**config.mk**
```make
export PLATFORM = sky130hd
export DESIGN_NAME = cus19_dm_rd_ctrl
export DESIGN_NICKNAME = d
export VERILOG_FILES = /design/src/rtl/cus19_dm_rd_ctrl.sv
export SDC_FILE = /design/constraint.sdc
export NUM_CORES = 1
export LEC_CHECK = 0
export CORE_MARGIN = 8
export CORE_UTILIZATION = 40
export CTS_CLUSTER_SIZE = 16
export DETAILED_ROUTE_END_ITERATION = 8
export GPL_ROUTABILITY_DRIVEN = 0
export PLACE_DENSITY = 0.83
export SYNTH_ARGS = -nofsm -noshare
export SYNTH_HDL_FRONTEND = slang
export SYNTH_SLANG_ARGS = --single-unit
```
**constraint.sdc**
```tcl
create_clock -name clk -period 4.3 [get_ports clk]
set_input_delay 0.43 -clock clk [delete_from_list [all_inputs] [get_ports clk]]
set_output_delay 0.43 -clock clk [all_outputs]
set_load 0.005 [all_outputs]
```
**src/rtl/cus19_dm_rd_ctrl.sv**
```systemverilog
// Custom-19 data-memory read controller: drives the SRAM read port and stalls the pipeline for the read latency.
// Optional one-entry last-read buffer enabled by defining CUS19_DM_RD_CACHE_EN.
module cus19_dm_rd_ctrl #(
  parameter int ADDR_W   = 11,
  parameter int DATA_W   = 19,
  parameter int DM_DEPTH = 2048,
  parameter int RD_LAT   = 1
) (
  input  logic              clk,
  input  logic              rst_n,
  input  logic              mem_rd_req,
  input  logic [ADDR_W-1:0] mem_rd_addr,
  input  logic              flush_in,
  input  logic              dm_wr_en_in,
  input  logic [ADDR_W-1:0] dm_wr_addr_in,
  output logic              dm_rd_en_out,
  output logic [ADDR_W-1:0] dm_rd_addr_out,
  input  logic [DATA_W-1:0] dm_rd_data_in,
  output logic              stall_out,
  output logic              rd_valid_out,
  output logic [DATA_W-1:0] rd_data_out,
  output logic              rd_err_out
);

  typedef enum logic [1:0] {IDLE, WAIT, RESP} state_t;

  state_t            state, state_nxt;
  logic [2:0]        cnt;
  logic [ADDR_W-1:0] addr_q;
  logic [DATA_W-1:0] data_q;
  logic              err_q;
  logic              accept;
  logic              in_range;
  logic              last_wait;
  logic              fill;
  logic              hit;

  assign accept    = (state == IDLE) && mem_rd_req && !flush_in;
  assign in_range  = ({{(32-ADDR_W){1'b0}}, mem_rd_addr} < 32'(DM_DEPTH));
  assign last_wait = (state == WAIT) && (cnt == 3'(RD_LAT));
  assign fill      = last_wait && !flush_in;

`ifdef CUS19_DM_RD_CACHE_EN
  logic              c_valid;
  logic [ADDR_W-1:0] c_tag;
  logic [DATA_W-1:0] c_data;

  // A same-cycle write to the requested address must not be served from the stale buffer.
  assign hit = c_valid && (c_tag == mem_rd_addr) &&
               !(dm_wr_en_in && (dm_wr_addr_in == mem_rd_addr));

  always_ff @(posedge clk or negedge rst_n) begin
    if (!rst_n) begin
      c_valid <= 1'b0;
      c_tag   <= '0;
      c_data  <= '0;
    end else if (flush_in) begin
      c_valid <= 1'b0;
    end else if (fill) begin
      c_valid <= !(dm_wr_en_in && (dm_wr_addr_in == addr_q));
      c_tag   <= addr_q;
      c_data  <= dm_rd_data_in;
    end else if (dm_wr_en_in && (dm_wr_addr_in == c_tag)) begin
      c_valid <= 1'b0;
    end
  end
`else
  logic unused_wr;
  assign unused_wr = ^{dm_wr_en_in, dm_wr_addr_in};
  assign hit       = 1'b0;
`endif

  always_ff @(posedge clk or negedge rst_n) begin
    if (!rst_n) begin
      state  <= IDLE;
      cnt    <= 3'd0;
      addr_q <= '0;
      data_q <= '0;
      err_q  <= 1'b0;
    end else begin
      state <= state_nxt;
      cnt   <= (state == WAIT) ? cnt + 3'd1 : 3'd0;
      if (accept) begin
        addr_q <= mem_rd_addr;
        err_q  <= !in_range;
        if (!in_range) begin
          data_q <= '0;
        end else if (hit) begin
`ifdef CUS19_DM_RD_CACHE_EN
          data_q <= c_data;
`endif
        end
      end else if (fill) begin
        data_q <= dm_rd_data_in;
      end
    end
  end

  always_comb begin
    state_nxt    = state;
    stall_out    = accept;
    dm_rd_en_out = 1'b0;
    rd_valid_out = 1'b0;
    case (state)
      IDLE: begin
        if (accept) state_nxt = (!in_range || hit) ? RESP : WAIT;
      end
      WAIT: begin
        stall_out    = 1'b1;
        dm_rd_en_out = (cnt == 3'd0);
        if (flush_in)       state_nxt = IDLE;
        else if (last_wait) state_nxt = RESP;
      end
      RESP: begin
        rd_valid_out = !flush_in;
        state_nxt    = IDLE;
      end
      default: state_nxt = IDLE;
    endcase
  end

  assign rd_err_out     = rd_valid_out && err_q;
  assign rd_data_out    = data_q;
  assign dm_rd_addr_out = addr_q;

endmodule

```
* Yosys cells after proc, flatten, opt, wreduce, memory -nomap -nowiden *
Cells that the tools add are included.

storage, ports and cells
  flip-flop bits (word level) = 35
  latch bits = 0
  memory bits (writable) = 0
  memory bits (read-only) = 0
  input port bits = 46
  output and inout bits = 34
  logic and storage cells = 28
  memories = 0

operators by class
  add/subtract/negate cells = 1
  multiply operators = 0
  div/mod/pow operators = 0
  magnitude comparators = 0
  equality and inequality tests = 5
  shift operators = 0
  mux-type cells = 8
  bitwise gates (word level) = 1
  reductions and logical operators = 9

operator list
  kind                                                 count
  2-to-1 mux 2 bit                                     3
  logical AND 1 bit                                    4
  case mux 2 bit (2 select lines)                      1
  AND reduction 2 bit                                  2
  adder 3 x 1 -> 3 bit, second input constant          1
  equality test 3 x 1 -> 1 bit, second input constant  1
  zero test 3 bit                                      1
  2-to-1 mux 1 bit                                     3
  2-to-1 mux 3 bit                                     1
  inequality test 3 bit, second input constant         1
  equality test 2 x 1 -> 1 bit, second input constant  1
  equality test 2 bit, second input constant           1
  zero test 2 bit                                      1
  inequality test 2 bit, second input constant         1
  zero test 1 bit                                      1
  inverter 1 bit                                       1

* Depth between registers and ports, before layout *
  depth in word-level cells = 5
  depth in mapped cells = 5
  depth with buffers taken out = 5

* Least setup slack after synthesis *
Ideal clock, no wire load.

  path kind = register to output
  from = register state[0]
  to = output stall_out
  data arrival time = 1.089 ns
  required time = 3.870 ns
  path slack = 2.781 ns
  stages on the path, launching flop included = 5
  path through = dfrtp_1 nor4b_2 buf_4 inv_1 nand2_1

on the way
  word-level cells in the longest chain between the ends = 4

RTL lines
  what                            line  RTL
  from (decl)                     27    state_t state, state_nxt;
  from (signal assigned)          81    state <= state_nxt;
  zero test 2 bit                 38    assign accept = (state == IDLE) && mem_rd_req && !flush_in;
  logical AND 1 bit (2 in a row)  38
  2-to-1 mux 1 bit *              104   case (state)
  to (decl)                       19    output logic stall_out,

Every way passes the cells marked *; elsewhere a longest branch is shown, timed or not.

* Final worst setup path *
  from = input flush_in
  to = output stall_out

on the way
  word-level cells in the longest chain between the ends = 3

RTL lines
  what               line  RTL
  from (decl)        13    input logic flush_in,
  zero test 1 bit    38
  logical AND 1 bit  38
  2-to-1 mux 1 bit   104

No other way between the ends.

==> flow_summary.toml <==
[synth]
synth_flop_cell = "dfrtp_1"
synth_top_area_share_pct = 62.1
synth_cells = 90
syn_area_per_cell_um2 = 15.7
synth_edf_count = 0
synth.distinct_cells = 17
synth.area.top_cells = "dfrtp_1 (62%), mux2_2 (24%), ha_1 (2.7%)"
ys_seq_area_share_pct = 62.1
synthesis.area_um2 = 1410
synth_commonest_cells = "dfrtp_1 (35), mux2_2 (30), inv_1 (4), ha_1 (3), nor2_1 (3)"
ys_ff_latch = 35
synth_top_area_cell = "dfrtp_1"
async_flop_share_pct = 100
yosysWarnings = 0
syn_nets = 139
synth_most_common_cell = "dfrtp_1"

[floorplan]
num_rows = 21
die_area_um2 = 5690
die_h_um = 75.4
initial_core_util_pct = 42.0
die_w_um = 75.4
core_um2 = 3360
num_io_pins = 80

[layout]
layout.nets = 210
drive_above_1_share_pct = 26.5
antenna_cells = 0
area_delta_synth_final_pct = 55.4

[worst_setup_path]
slowest_stage = "clkdlybuf4s50_1"
max_stage_delay_ps = 510
cp_cell_sequence = "clkdlybuf4s50_1, nor4b_2, buf_4, inv_1, nand2_1, clkdlybuf4s50_1"
crit_path_start_kind = "input port"
required_ps = 3870
arrival_ps = 2050
crit_fanout = 12
critPathKind = "input port to output pin"
reg2regPathDepth = 3
crit_top_cell = "clkdlybuf4s50_1"
end_kind = "output pin"

[sta]
timing.hold.ws_ps = 496
finalSetupViolations = 0
rsz0062_at_grt = "false"
fin_crit_ps = 2480
tightest_slew_ps = 1200
slew_headroom_pct = 19.6
period_share_pct = 57.8
slew_violations = 0
fin_skew_ps = 2.81
max_freq_ghz = 0.403
hold_viol_final = 0
setup_tns_ps = 0

[cts]
htreeDepth = 2
clkTransAtPathRegs_ps = 100
clockBufferDepth = 2
postCtsSetupBuffers = 0
clock_latency_ps = 330
cts_resized = 0
cts_hold_buf = 0
numClockSinks = 35
cts_tree = "yes"
numCtsBuffers = 5
cts_root_buffer = "clkbuf_4"

[grt]
track_usage_pct = 12.6
grt_pass1_wl_um = 5310
overflow = 0
first_global_vias = 1024
antenna_found_initial = 0
grt_max_degree = 36

[placement]
io_buffers = 66
dp_hpwl_um = 2590

[pwr]
power_density_nw_per_um2 = 498
ir_drop_v = 0.000329
leakagePower_nw = 0.921

[route]
wirelength_um = 3270
drt_iter0_drc = 16
vias = 939
antenna_left = 0
drc_errors = 0
wl_per_cell_um = 15.7
via_per_inst = 4.51
dr.pass1.iters = 4

[worst_hold_path]
min_path_type = "input port to async pin"

[flow_run]
drv_cap = 0

[outcome]
outcome = "finished, final reports clean"
stage by stage:
step / instances / worst slack (ps) / utilization (%) / area (um^2) / power, W
2_1_floorplan: 90 / 2780 / - / 1410 / 0.000597
3_3_place_gp: 200 / 1740 / 62.6 / 2110 / 0.000854
3_5_place_dp: 200 / 1680 / 62.6 / 2110 / 0.000868
4_1_cts: 208 / 1800 / 65.2 / 2190 / 0.00111
5_1_grt: 208 / 1740 / 65.2 / 2190 / 0.00116
6_report: 208 / 1820 / 65.2 / 2190 / 0.00109
layer usage:
layer | up-vias | part of all wire (%) | global-route usage (%)
met5 | - | 0 | 0
met2 | 26 | 55 | 20.9
met3 | 5 | 6.8 | 5.26
li1 | 449 | - | -
met4 | 0 | 1.9 | 6.40
met1 | 459 | 36 | 13.6
cell families after synthesis:
group                    count (synthesis)  share of synthesized area [%]
AND/OR/NAND/NOR                         11                           6.38
adder cells (fa/ha/maj)                  3                           2.66
XOR/XNOR                                 1                          0.621
other                                    1                          0.266
buffers and inverters                    8                           3.72
flip-flops                              35                           62.1
AO/OA/AOI/OAI                            1                          0.354
multiplexers                            30                           23.9
cell type report:
| type | count | area [um^2] |
|---|---|---|
| Multi-Input combinational cell | 47 | 483 |
| Fill cell | 291 | 1170 |
| Inverter | 4 | 15.0 |
| Clock buffer | 6 | 51.3 |
| Sequential cell | 35 | 876 |
| Clock inverter | 2 | 35.0 |
| Tap cell | 46 | 57.6 |
| Timing Repair Buffer | 68 | 676 |
report_power, final:
group	internal, W	leakage (nW)	switching (W)	total [W]
clock	0.000137	0.0482	0.000104	0.000241
sequential	0.000428	0.430	0.0000530	0.000481
combinational	0.000269	0.443	0.000101	0.000370
worst paths after layout:
check	startpoint	endpoint	slack, ps
hold reg to reg	state[1]$_DFFE_PN0P_	state[0]$_DFFE_PN0P_	500
setup / recovery	flush_in	stall_out	1820
setup reg to reg	state[1]$_DFFE_PN0P_	rd_data_out[3]$_DFFE_PN0P_	2100
max in group asynchronous	rst_n	rd_data_out[4]$_DFFE_PN0P_	3500
hold / removal	rst_n	rd_data_out[0]$_DFFE_PN0P_	500
min in group clk	state[1]$_DFFE_PN0P_	state[0]$_DFFE_PN0P_	500
sequential cells by signal (all words and copies together) (netlist names):
signal and count:
rd_data_out 19, state 2, cnt 3, dm_rd_addr_out 11
critical path, delay by kind of cell:
| kind | cells | cell delay, ps |
|---|---|---|
| AND/OR/NAND/NOR | 2 | 320 |
| buffers and inverters | 4 | 1290 |
cell usage in the layout (no fill, tap or decap):
| cell type | n |
|---|---|
| buf_4 | 2 |
| bufinv_16 | 1 |
| clkbuf_4 | 5 |
| clkbuf_8 | 1 |
| clkdlybuf4s50_1 | 66 |
| clkinv_2 | 1 |
| conb_1 | 1 |
| dfrtp_1 | 35 |
| ha_1 | 3 |
| inv_1 | 4 |
| mux2_2 | 30 |
| nand2_1 | 1 |
| nand2b_2 | 1 |
| nand3b_1 | 1 |
| nor2_1 | 3 |
| nor3_1 | 1 |
| nor3b_1 | 2 |
| nor4b_2 | 1 |
| nor4b_4 | 1 |
| o21ai_0 | 1 |
| xnor2_1 | 1 |
Note: power is estimated with default switching activity, not from simulation.
==> RTL edit 1, RTL diff (config.mk and constraints unchanged) <==
Set the parameter `DATA_W` to 15 (it was 19).
--- a/src/rtl/cus19_dm_rd_ctrl.sv
+++ b/src/rtl/cus19_dm_rd_ctrl.sv
@@ -4,3 +4,3 @@
   parameter int ADDR_W   = 11,
-  parameter int DATA_W   = 19,
+  parameter int DATA_W   = 15,
   parameter int DM_DEPTH = 2048,
Ports: changed (resized dm_rd_data_in and rd_data_out); port bits go from 80 to 72. No check against the original RTL was run, so the function may have changed too.
==> RTL edit 1 against the original RTL <==
- final cell count fell by 14%
- via count fell by 8.5%
- synthesized cell count fell by 10%
- wire length fell by 9.6%
- final area fell by 12%
- synthesized area fell by 12%
- global-route usage fell by 0.38 points
- register-to-register slack improved by 150 ps
- worst setup slack improved by 27 ps
- sequential share of layout area rose by 0.43 points
- power fell by 17%
- sequential cell count fell by 4
- critical path type unchanged
- largest cell class unchanged
==> RTL edit 1: results (changes against the original RTL) <==
{| class="wikitable"
! Metric !! Value
|-
| Status || finished, final reports clean
|-
| Vias in the first global route || 1000 (-2.3%)
|-
| Syn. warnings || 0 (unchanged)
|-
| First-pass DRT Iterations || 2 (-2)
|-
| IO buf count || 58 (-12%)
|-
| # Post-CTS Setup Buffers || 0 (unchanged)
|-
| Register area share after synthesis || 62.1% (+0.068 points)
|-
| CTS clock-pin slew for the worst setup and hold paths || 100 ps (about the same)
|-
| Vias after detailed routing || 859 (-8.5%)
|-
| Final setup skew || 12.1 ps (+9.32 ps)
|-
| R2R Setup Slk || 2250 ps (+150 ps)
|-
| Pin count of the biggest net entering global routing || 32 (-11%)
|-
| Detail Placement HPWL || 2330 um (-10%)
|-
| Cell at the root of the clock tree || sky130_fd_sc_hd__clkbuf_4
|-
| Flip-flop count of the largest register, all copies and words added || 15 (-4)
|-
| Critical path's largest stage delay || 500 ps
|-
| Slowest stage cell, crit path || sky130_fd_sc_hd__clkdlybuf4s50_1
|-
| Ranking of synthesized cells by area || sky130_fd_sc_hd__dfrtp_1, sky130_fd_sc_hd__mux2_2, sky130_fd_sc_hd__ha_1
|-
| Synthesized Nets || 126 (-9.4%)
|-
| DRT Wirelength || 2960 um (-9.6%)
|-
| Asr flop ratio synth || 100% (unchanged)
|-
| Number of clock buffers inserted by TritonCTS || 5 (unchanged)
|-
| Count of flip-flops with a built-in enable after synthesis || 0 (unchanged)
|-
| Number of unique standard cell types used by synthesis || 17 (unchanged)
|-
| Terminus of the critical flop-to-flop path || rd_data_out[7]
|-
| Violation count after the first detailed-route iteration || 27 (+11)
|-
| Critical path data arrival time || 2030 ps (-20 ps)
|-
| Class of the tightest hold or removal check || in2async
|-
| Maximum resistive drop on vdd || 0.259 mV (-21%)
|-
| Post-route ant nets || 0 (unchanged)
|-
| Post-CTS Resized || 0 (unchanged)
|-
| Largest fanout on the critical path || 12 (unchanged)
|-
| Actual slew at the worst max-slew pin || 988 ps (-212 ps)
|-
| Proportion of layout cells with a drive suffix above 1 || 26.2% (-0.34 points)
|-
| First-pass GRT wire length || 4750 um (-11%)
|-
| H-tree level count || 2 (unchanged)
|-
| Clock buffer depth || 2 (unchanged)
|-
| Number of diodes || 0 (unchanged)
|-
| Area post-placement || 1870 um2 (-11%)
|-
| Synthesized area per cell || 15.4 um2 (-1.7%)
|-
| Top post-synthesis cells by count || sky130_fd_sc_hd__dfrtp_1, sky130_fd_sc_hd__mux2_2, sky130_fd_sc_hd__inv_1, sky130_fd_sc_hd__ha_1, sky130_fd_sc_hd__nor2_1
|-
| Non-filler instance count after layout || 178 (-14%)
|-
| Antenna violations before repair || 0 (unchanged)
|-
| Reported leakage power || 0.000811 uW (-12%)
|-
| Post-layout net count || 190 (-9.5%)
|-
| Startpoint of the most critical register-to-register path || state[1]
|-
| Global-route usage over all layers || 12.3% (-0.38 points)
|-
| Depth of the most critical reg-to-reg path || 3 (unchanged)
|-
| Skew-Pair Late Insertion Delay || 330 ps (about the same)
|-
| Dpl cells || 171 (-14%)
|}
-- RTL edit 1: changes by cell type in the layout (fill, tap and decap cells not counted) --
cell and change:
sky130_fd_sc_hd__mux2_2 -4, sky130_fd_sc_hd__clkdlybuf4s50_1 -8, sky130_fd_sc_hd__bufinv_16 -1, sky130_fd_sc_hd__dfrtp_1 -4
-- RTL edit 1: area by class of cell --
| type | count | area [um2] |
|---|---|---|
| clock buffers | 6 | 51.3 |
| fillers | 244 | 1080 |
| inverters | 4 | 15.0 |
| well taps | 33 | 41.3 |
| multi-input cells | 43 | 438 |
| repair buffers | 60 | 596 |
| clock inverters | 1 | 5.00 |
| flip-flops and latches | 31 | 776 |
-- RTL edit 1: worst max path at each step --
stage	cells after the start	startpoint	end	slack [ps]
2_1_floorplan	4	state[0]	stall_out	2640
3_3_place_gp	6	flush_in	stall_out	1850
3_5_place_dp	6	flush_in	stall_out	1820
4_1_cts	6	flush_in	stall_out	1810
5_1_grt	6	flush_in	stall_out	1740
6_report	6	flush_in	stall_out	1840
-- RTL edit 1: cell families after synthesis --
group                    share of synthesized area, %
XOR/XNOR                                        0.702
multiplexers                                     23.4
AO/OA/AOI/OAI                                   0.400
flip-flops                                       62.1
buffers and inverters                            3.31
AND/OR/NAND/NOR                                  6.71
other                                           0.300
adder cells (fa/ha/maj)                          3.01
-- RTL edit 1: critical path: cells and delay by family --
kind	cells	cell delay, ps
buffers and inverters	4	1290
AND/OR/NAND/NOR	2	310
-- RTL edit 1: where the power goes --
group          switching, uW  leakage, uW  total, uW  internal (uW)
clock                   92.0    0.0000341        168           75.6
sequential              46.2     0.000380        422            375
combinational           87.2     0.000396        316            228
total                    225     0.000811        905            679
-- RTL edit 1: per-layer routing --
layer  GRT usage, %  vias to the layer above  part of all wire, %
met5              0                        -                    0
met4           7.48                        0                  2.5
met3           7.81                        7                   12
met2           19.7                       36                   51
met1           11.4                      415                   34
li1               -                      401                    -
-- RTL edit 1: stage by stage --
step / hold slack, ps / utilization, % / total power, uW / setup slack (ps)
after global placement: 470 / 62.1 / 734 / 1850
after floorplan: 134 / - / 519 / 2640
final: 484 / 64.0 / 905 / 1840
after global routing: 507 / 64.0 / 960 / 1740
after CTS: 485 / 64.0 / 925 / 1810
after detailed placement: 489 / 62.1 / 751 / 1820
==> RTL edit 2, RTL diff (same flow settings) <==
Made on the original files. Encoding of `state_t`: now one-hot (3 bits for 3 states).
--- a/src/rtl/cus19_dm_rd_ctrl.sv
+++ b/src/rtl/cus19_dm_rd_ctrl.sv
@@ -24,3 +24,3 @@
 
-  typedef enum logic [1:0] {IDLE, WAIT, RESP} state_t;
+  typedef enum logic [2:0] {IDLE = 3'b001, WAIT = 3'b010, RESP = 3'b100} state_t;
 
Check against the original RTL: no difference found for any inputs over 10 cycles, from zero or initial values and one cycle with rst_n low; not proved beyond that.
==> RTL edit 2 against the original RTL <==
- via count rose by 2.9%
- synthesized area rose by 4.1%
- sequential cell count rose by 1
- final area rose by 2.2%
- wire length rose by 0.55%
- register-to-register slack improved by 470 ps
- worst setup slack got worse by 6.4 ps
- die area rose by 3.2%
- first-iteration DRC count rose by 38%
- critical endpoint is now dm_rd_en_out
- highest routed layer unchanged
Power is not compared: it rests on default switching activity, and its combinational part moved more than twofold at a synthesized area within 25%.
==> RTL edit 2: results (changes against the original RTL) <==
{| class="wikitable"
! Metric !! Value
|-
| First-pass DRT Iterations || 2 (-2)
|-
| Power drawn by the sequential cells || 384 uW
|-
| Number of diodes || 0 (unchanged)
|-
| Maximum resistive drop on vdd || 0.178 mV
|-
| Depth of the most critical reg-to-reg path || 5 (+2)
|-
| Post-CTS Resized || 0 (unchanged)
|-
| Final setup skew || 5.39 ps (+2.57 ps)
|-
| Pin count of the biggest net entering global routing || 37 (+2.8%)
|-
| Skew-Pair Late Insertion Delay || 280 ps (-50 ps)
|-
| First-pass GRT wire length || 5530 um (+4.3%)
|-
| Number of unique standard cell types used by synthesis || 23 (+6)
|-
| Syn. warnings || 0 (unchanged)
|-
| IO buf count || 66 (unchanged)
|-
| Wire per inst || 15.4 um (-1.8%)
|-
| Top post-synthesis cells by count || sky130_fd_sc_hd__dfrtp_1, sky130_fd_sc_hd__mux2_2, sky130_fd_sc_hd__inv_1, sky130_fd_sc_hd__ha_1, sky130_fd_sc_hd__nor2_1
|-
| Vias in the first global route || 1138 (+11%)
|-
| Pre-CTS setup slack || 1910 ps (+230 ps)
|-
| Worst-case hold slack || 249 ps (-247 ps)
|-
| Non-filler instance count after layout || 213 (+2.4%)
|-
| DRC violations left || 0 (unchanged)
|-
| Proportion of power drawn by combinational gates || 17.6%
|-
| Proportion of layout cells with a drive suffix above 1 || 27.3% (+0.73 points)
|-
| CTS clock-pin slew for the worst setup and hold paths || 70 ps (-30 ps)
|-
| Critical path data arrival time || 2060 ps
|-
| Synthesized Nets || 144 (+3.6%)
|-
| Cell at the root of the clock tree || sky130_fd_sc_hd__clkbuf_8
|-
| Antenna violations before repair || 0 (unchanged)
|-
| Register area share after synthesis || 61.4% (-0.64 points)
|-
| Status || finished, final reports clean
|-
| Flip-flop count of the largest register, all copies and words added || 19 (unchanged)
|-
| Global-route usage over all layers || 11.9% (-0.72 points)
|-
| Vias per cell || 4.54 (+0.46%)
|-
| Crit path launch || state[0]
|-
| Post-route clock period utilization || 57.9% (+0.15 points)
|-
| CP Capture Point || dm_rd_en_out
|-
| R2R Setup Slk || 2570 ps (+470 ps)
|-
| Area post-placement || 2140 um2 (+1.6%)
|-
| Post-route ant nets || 0 (unchanged)
|-
| H-tree level count || 2 (unchanged)
|-
| Largest fanout on the critical path || 5 (-7)
|-
| Violation count after the first detailed-route iteration || 22 (+6)
|-
| Detail Placement HPWL || 2560 um (-1.5%)
|-
| Ranking of synthesized cells by area || sky130_fd_sc_hd__dfrtp_1, sky130_fd_sc_hd__mux2_2, sky130_fd_sc_hd__ha_1
|-
| Startpoint of the most critical register-to-register path || cnt[1]
|-
| Class of the tightest hold or removal check || in2async
|-
| Number of clock buffers inserted by TritonCTS || 5 (unchanged)
|-
| Overall Power || 779 uW
|-
| Worst-case headroom to the max-slew limit || 42.2% (+23 points)
|-
| Terminus of the critical flop-to-flop path || rd_data_out[12]
|-
| Cells after Synth || 95 (+5.6%)
|}
## RTL edit 2: worst max-delay path: stages (launching register included)
cell                              delay [ps]
sky130_fd_sc_hd__dfstp_2                 380
sky130_fd_sc_hd__and2b_2                 240
sky130_fd_sc_hd__or2b_1                  300
sky130_fd_sc_hd__nor3b_1                 290
sky130_fd_sc_hd__clkdlybuf4s50_1         570
## RTL edit 2: layout make-up
class / instances / area (um2)
inverter: 4 / 15.0
sequential: 36 / 902
fill: 276 / 1370
tap: 48 / 60.1
multi-input combinational: 51 / 508
clock buffer: 8 / 100
timing repair buffer: 66 / 656
## RTL edit 2: layer usage
layer,vias up,track usage [%],routed length (um)
met5,-,0,0
met2,44,19.2,1580
met1,464,11.8,1320
met4,0,6.35,66
met3,6,7.08,323
li1,452,-,-
## RTL edit 2: cells by family after synthesis
family,count (synthesis),synth area share [%]
mux,30,23.3
buf+inv,8,4.00
xor+xnor,1,0.596
fa+ha+maj,3,2.56
compound gates,2,0.681
simple gates,14,7.24
other cells,1,0.255
flops,36,61.4
